===== src/rtl/mem_req_arbiter.sv =====
// Two-master (fetch / load-store) round-robin request arbiter feeding a single axi_rw port.
// Holds the granted request stable until done_i, routes the completion back, flags protocol errors.
module mem_req_arbiter #(
    parameter int ADDR_WIDTH = 32,
    parameter int DATA_WIDTH = 64,
    parameter int ID_WIDTH   = 4,
    parameter int IF_ID      = 0,
    parameter int LS_ID      = 1,
    parameter int TIMEOUT    = 1024
) (
    input  logic                  clock,
    input  logic                  reset,
    input  logic                  if_req_i,
    output logic                  if_ready_o,
    input  logic [ADDR_WIDTH-1:0] if_addr_i,
    input  logic [1:0]            if_size_i,
    output logic                  if_resp_o,
    input  logic                  ls_req_i,
    output logic                  ls_ready_o,
    input  logic                  ls_we_i,
    input  logic [ADDR_WIDTH-1:0] ls_addr_i,
    input  logic [1:0]            ls_size_i,
    input  logic [DATA_WIDTH-1:0] ls_wdata_i,
    output logic                  ls_resp_o,
    output logic [DATA_WIDTH-1:0] rdata_o,
    output logic                  rw_valid_o,
    output logic                  rw_req_o,
    output logic [ADDR_WIDTH-1:0] rw_addr_o,
    output logic [1:0]            rw_size_o,
    output logic [DATA_WIDTH-1:0] data_write_o,
    output logic [ID_WIDTH-1:0]   cpu_id_o,
    input  logic                  done_i,
    input  logic [DATA_WIDTH-1:0] data_read_i,
    input  logic [ID_WIDTH-1:0]   id_i,
    output logic                  err_o
);

    typedef enum logic [1:0] {
        IDLE = 2'd0,
        BUSY = 2'd1,
        RESP = 2'd2
    } state_t;

    localparam logic [ID_WIDTH-1:0] IF_TAG = ID_WIDTH'(IF_ID);
    localparam logic [ID_WIDTH-1:0] LS_TAG = ID_WIDTH'(LS_ID);

    // Watchdog counts 0..TIMEOUT-1 and saturates; a zero TIMEOUT pins it at 0 and never flags.
    localparam int              WD_W    = (TIMEOUT > 1) ? $clog2(TIMEOUT) : 1;
    localparam logic [WD_W-1:0] WD_LAST = WD_W'((TIMEOUT > 0) ? TIMEOUT - 1 : 0);

    state_t          state_q, state_d;
    logic            grant_if, grant_ls;
    logic            last_grant_ls_q;
    logic            owner_ls_q;
    logic [WD_W-1:0] wd_q;

    always_ff @(posedge clock or negedge reset) begin
        if (!reset) begin
            state_q <= IDLE;
        end else begin
            state_q <= state_d;
        end
    end

    // On contention the master that did not win last time is granted.
    always_comb begin
        state_d  = state_q;
        grant_if = 1'b0;
        grant_ls = 1'b0;
        case (state_q)
            IDLE: begin
                if (if_req_i && (!ls_req_i || last_grant_ls_q)) begin
                    grant_if = 1'b1;
                end else if (ls_req_i) begin
                    grant_ls = 1'b1;
                end
                if (grant_if || grant_ls) begin
                    state_d = BUSY;
                end
            end
            BUSY: begin
                if (done_i) begin
                    state_d = RESP;
                end
            end
            RESP:    state_d = IDLE;
            default: state_d = IDLE;
        endcase
    end

    // Gated by reset so ready drops in the same cycle reset is asserted.
    assign if_ready_o = grant_if & reset;
    assign ls_ready_o = grant_ls & reset;

    always_ff @(posedge clock or negedge reset) begin
        if (!reset) begin
            rw_valid_o      <= 1'b0;
            rw_req_o        <= 1'b0;
            rw_addr_o       <= '0;
            rw_size_o       <= '0;
            data_write_o    <= '0;
            cpu_id_o        <= '0;
            rdata_o         <= '0;
            if_resp_o       <= 1'b0;
            ls_resp_o       <= 1'b0;
            err_o           <= 1'b0;
            owner_ls_q      <= 1'b0;
            last_grant_ls_q <= 1'b1;
            wd_q            <= '0;
        end else begin
            if_resp_o <= 1'b0;
            ls_resp_o <= 1'b0;
            case (state_q)
                IDLE: begin
                    if (grant_if || grant_ls) begin
                        rw_valid_o   <= 1'b1;
                        rw_req_o     <= grant_ls & ls_we_i;
                        rw_addr_o    <= grant_ls ? ls_addr_i : if_addr_i;
                        rw_size_o    <= grant_ls ? ls_size_i : if_size_i;
                        data_write_o <= (grant_ls && ls_we_i) ? ls_wdata_i : '0;
                        cpu_id_o     <= grant_ls ? LS_TAG : IF_TAG;
                        owner_ls_q   <= grant_ls;
                        wd_q         <= '0;
                    end
                end
                BUSY: begin
                    if (done_i) begin
                        rw_valid_o      <= 1'b0;
                        rdata_o         <= rw_req_o ? '0 : data_read_i;
                        if_resp_o       <= ~owner_ls_q;
                        ls_resp_o       <= owner_ls_q;
                        last_grant_ls_q <= owner_ls_q;
                        if (id_i != cpu_id_o) begin
                            err_o <= 1'b1;
                        end
                    end else if (wd_q != WD_LAST) begin
                        wd_q <= wd_q + 1'b1;
                    end else if (TIMEOUT != 0) begin
                        err_o <= 1'b1;
                    end
                end
                default: ;
            endcase
            if (done_i && (state_q != BUSY)) begin
                err_o <= 1'b1;
            end
        end
    end

endmodule

===== config.mk =====
export PLATFORM = sky130hd
export DESIGN_NAME = mem_req_arbiter
export DESIGN_NICKNAME = d
export VERILOG_FILES = /design/src/rtl/mem_req_arbiter.sv
export SDC_FILE = /design/constraint.sdc
export NUM_CORES = 1
export LEC_CHECK = 0
export ABC_CLOCK_PERIOD_IN_PS = 4800
export CELL_PAD_IN_SITES_DETAIL_PLACEMENT = 1
export CELL_PAD_IN_SITES_GLOBAL_PLACEMENT = 1
export CORE_MARGIN = 3
export CORE_UTILIZATION = 31
export DETAILED_ROUTE_END_ITERATION = 8
export PLACE_DENSITY = 0.91
export REMOVE_ABC_BUFFERS = 1
export SLEW_MARGIN = 0
export SYNTH_ARGS = -nofsm -noshare
export SYNTH_HDL_FRONTEND = slang
export SYNTH_SLANG_ARGS = --single-unit
export TNS_END_PERCENT = 1

===== constraint.sdc =====
create_clock -name clock -period 4.8 [get_ports clock]
set_clock_uncertainty 0.2 [all_clocks]
set_input_delay 0.48 -clock clock [delete_from_list [all_inputs] [get_ports clock]]
set_output_delay 0.48 -clock clock [all_outputs]
set_load 0.02 [all_outputs]

==> results.md <==
* Period minus WS final at 2.98 ns
* Switching Share at 39.7%
* TritonCTS buffer count at 17
* Share of the synthesized area in the top cell type at 61.6%
* CTS sink cnt at 181
* Clock slew at reported path FFs at 0.08 ns
* Synth async-reset ratio at 100%
* Wirelength, routed at 26500 µm
* GP Congestion at 0.801
* PostCTS Resize Cnt at 0
* Worst IR drop on VDD at 0.000275 V
* Switching Power at 2.96 mW
* Most frequent cell after synthesis: dfrtp_1
* Syn Area/Cell at 10.9 µm²
* Setup TNS at 0 ns
* Htree depth at 4
* Full die area at 25500 µm²
* DR vias/cell at 4.92
* Ranking of synthesized cells by area: dfrtp_1 62%, a22o_1 7.7%, o21ai_0 7.0%
* Top post-synthesis cells by count: 180 x dfrtp_1, 105 x nand2_1, 103 x o21ai_0
* Post-DRT Antenna Nets at 0
* Max-slew violation count at 0
* Synthesis-stage register bit count at 181
* Hold slack at 0.280 ns
* Vias in the first global route at 7168
* Synth Area in XOR/XNOR at 0.120%
* WP data required at 4.12 ns
* Post-synth cell types at 42
* Root buffer cell: clkbuf_16
* Vias at 6626
* Initial drt markers at 347
* Main combinational cell family by area after synthesis: compound AO/OA/AOI/OAI gates
* Synth Area in Adders at 0.171%
* Worst Setup Start Kind: input port
* Synth Instances at 672
* # fillers at 2467
* Proportion of synthesized area in mux cells at 0.291%
* First-pass iteration count of the detailed router at 4
* Overflow after GRT at 0
* Final period util at 62.0%
* Worst Path Max Fanout at 39
* Clock Latency Late Sink at 0.42 ns
* Worst Path Arrival at 2.30 ns
* Port bufs at 375
* Post-synth EDFFs at 0
* Register area share after synthesis at 61.9%
* HP Class: reg2reg
* DPL Wire Length at 19500 µm
* FP Rows at 55
* Fmax at 0.336 GHz
* Synth Area in Compound Gates at 19.7%
* Max Buffers Root-to-Sink at 2
* Area grow syn2layout at 62.3%
* CTS tree: built
* Layout Nets at 1227
* Outcome: finished clean
* Post-Synth Simple-Gate Area at 13.6%
* Crit Path Class: in2out
* Total track usage at 20.6%
* P_leak at 5.12 nW
* Final hold violations at 0
* Internal power at 4.50 mW
* Slew HR at 22.1%
* Synth Flop Type: dfrtp_1
* Pin count of the biggest net entering global routing at 137
* Die H at 160 µm
* Final setup vio count at 0
* Layout cell share with drive strength beyond 1 at 4.55%
* Die W at 160 µm
* Post-route cell area at 11900 µm²
* First-pass GRT wire length at 41600 µm
* RSZ-0062 raised after global routing: no
* Num ports at 379
* Total power draw at 7.45 mW
* Initial antenna violation count at 2
* Initial Util at 31.9%
* WL/cell at 19.7 µm
* Synth area leader: dfrtp_1
* Drt drc at 0
* Core area at 22900 µm²
* CP endpoint kind: primary output
* Post-CTS Setup Repair Bufs at 0
* Clock power frac at 18.9%
* Max-Cap Viols at 0
* Placement Cell Area at 11300 µm²
* Worst-Margin Slew at 1.17 ns
* Netlist Area Pre-Place at 7320 µm²
* PwrDens at 628 nW/µm²
* Sequential power share at 34.0%
* Synth Warn # at 0
* Comb power frac at 47.0%
-- power by group through the flow --
stage	clock network (mW)	registers (mW)	logic [mW]
after floorplan	0	3.24	0.954
after global placement	0	2.51	3.43
after detailed placement	0	2.56	3.54
after CTS	1.45	2.54	3.56
after global routing	1.52	2.62	3.77
final	1.41	2.54	3.50
-- path summary, 6_finish.rpt --
path / slack (ns) / endpoint / startpoint / cells past startpoint
min in group asynchronous: 0.36 / data_write_o[30] / reset / 2
hold / removal: 0.28 / err_o / err_o / 1
setup reg to reg: 1.98 / rdata_o[43] / state_q[0] / 4
max in group asynchronous: 2.70 / rdata_o[33] / reset / 3
hold reg to reg: 0.28 / err_o / err_o / 1
setup / recovery: 1.82 / ls_ready_o / reset / 5
-- routing by layer --
layer  track usage (%)  routed length [µm]
met1              23.1               10200
met2              36.5               13700
met3              7.47                2090
met4              6.13                 593
met5                 0                   0
-- area by class of cell --
type	count	area (µm²)	area share, %
well taps	313	392	3.30
flip-flops and latches	181	4530	38.2
inverters	5	18.8	0.158
multi-input cells	432	2510	21.1
clock inverters	14	160	1.35
clock buffers	18	429	3.61
diodes	2	5.00	0.0421
repair buffers	383	3830	32.3
-- critical path: stages --
cell and delay, ns:
dlygate4sd3_1 0.57, buf_6 0.35, nand2_1 0.13, nor2_1 0.12, clkdlybuf4s50_1 0.62
-- layout by cell type, fill, tap and decap left out, drive strengths merged, types with 3 or more instances in the layout --
master / instances
a31oi: 7
a21o: 4
clkdlybuf4s50: 374
nand2: 105
nand3: 5
nor3: 7
nor2: 7
dfrtp: 180
o22ai: 34
clkbuf: 18
nand2b: 65
conb: 3
clkinv: 3
and3: 4
inv: 13
buf: 8
o21ai: 104
a22o: 64
-- flip-flops by register name, summed over array words and instances, names as in the netlist, 2 cells and up --
signal        flops
rdata_o          64
data_write_o     64
rw_size_o         2
state_q           2
rw_addr_o        32
wd_q             10
-- per-stage QoR --
step | setup slack [ns] | std cells | util (%)
after CTS | 1.83 | 1346 | 51.8
final | 1.82 | 1348 | 51.8
after global routing | 1.66 | 1348 | 51.8
after global placement | 1.81 | 1313 | 49.2
after floorplan | -0.749 | 618 | -
after detailed placement | 1.69 | 1313 | 49.2
-- repair_timing --
action	in CTS	in global routing
hold endpoints to repair	36	0
endpoints found under the setup margin	0	0
hold buffers	1	0
-- logic make-up after synthesis --
| family | count (synthesis) |
|---|---|
| compound gates | 222 |
| fa+ha+maj | 1 |
| buf+inv | 61 |
| flops | 181 |
| xor+xnor | 1 |
| mux | 2 |
| other cells | 1 |
| simple gates | 203 |
Power figures use the tool's default switching activity.
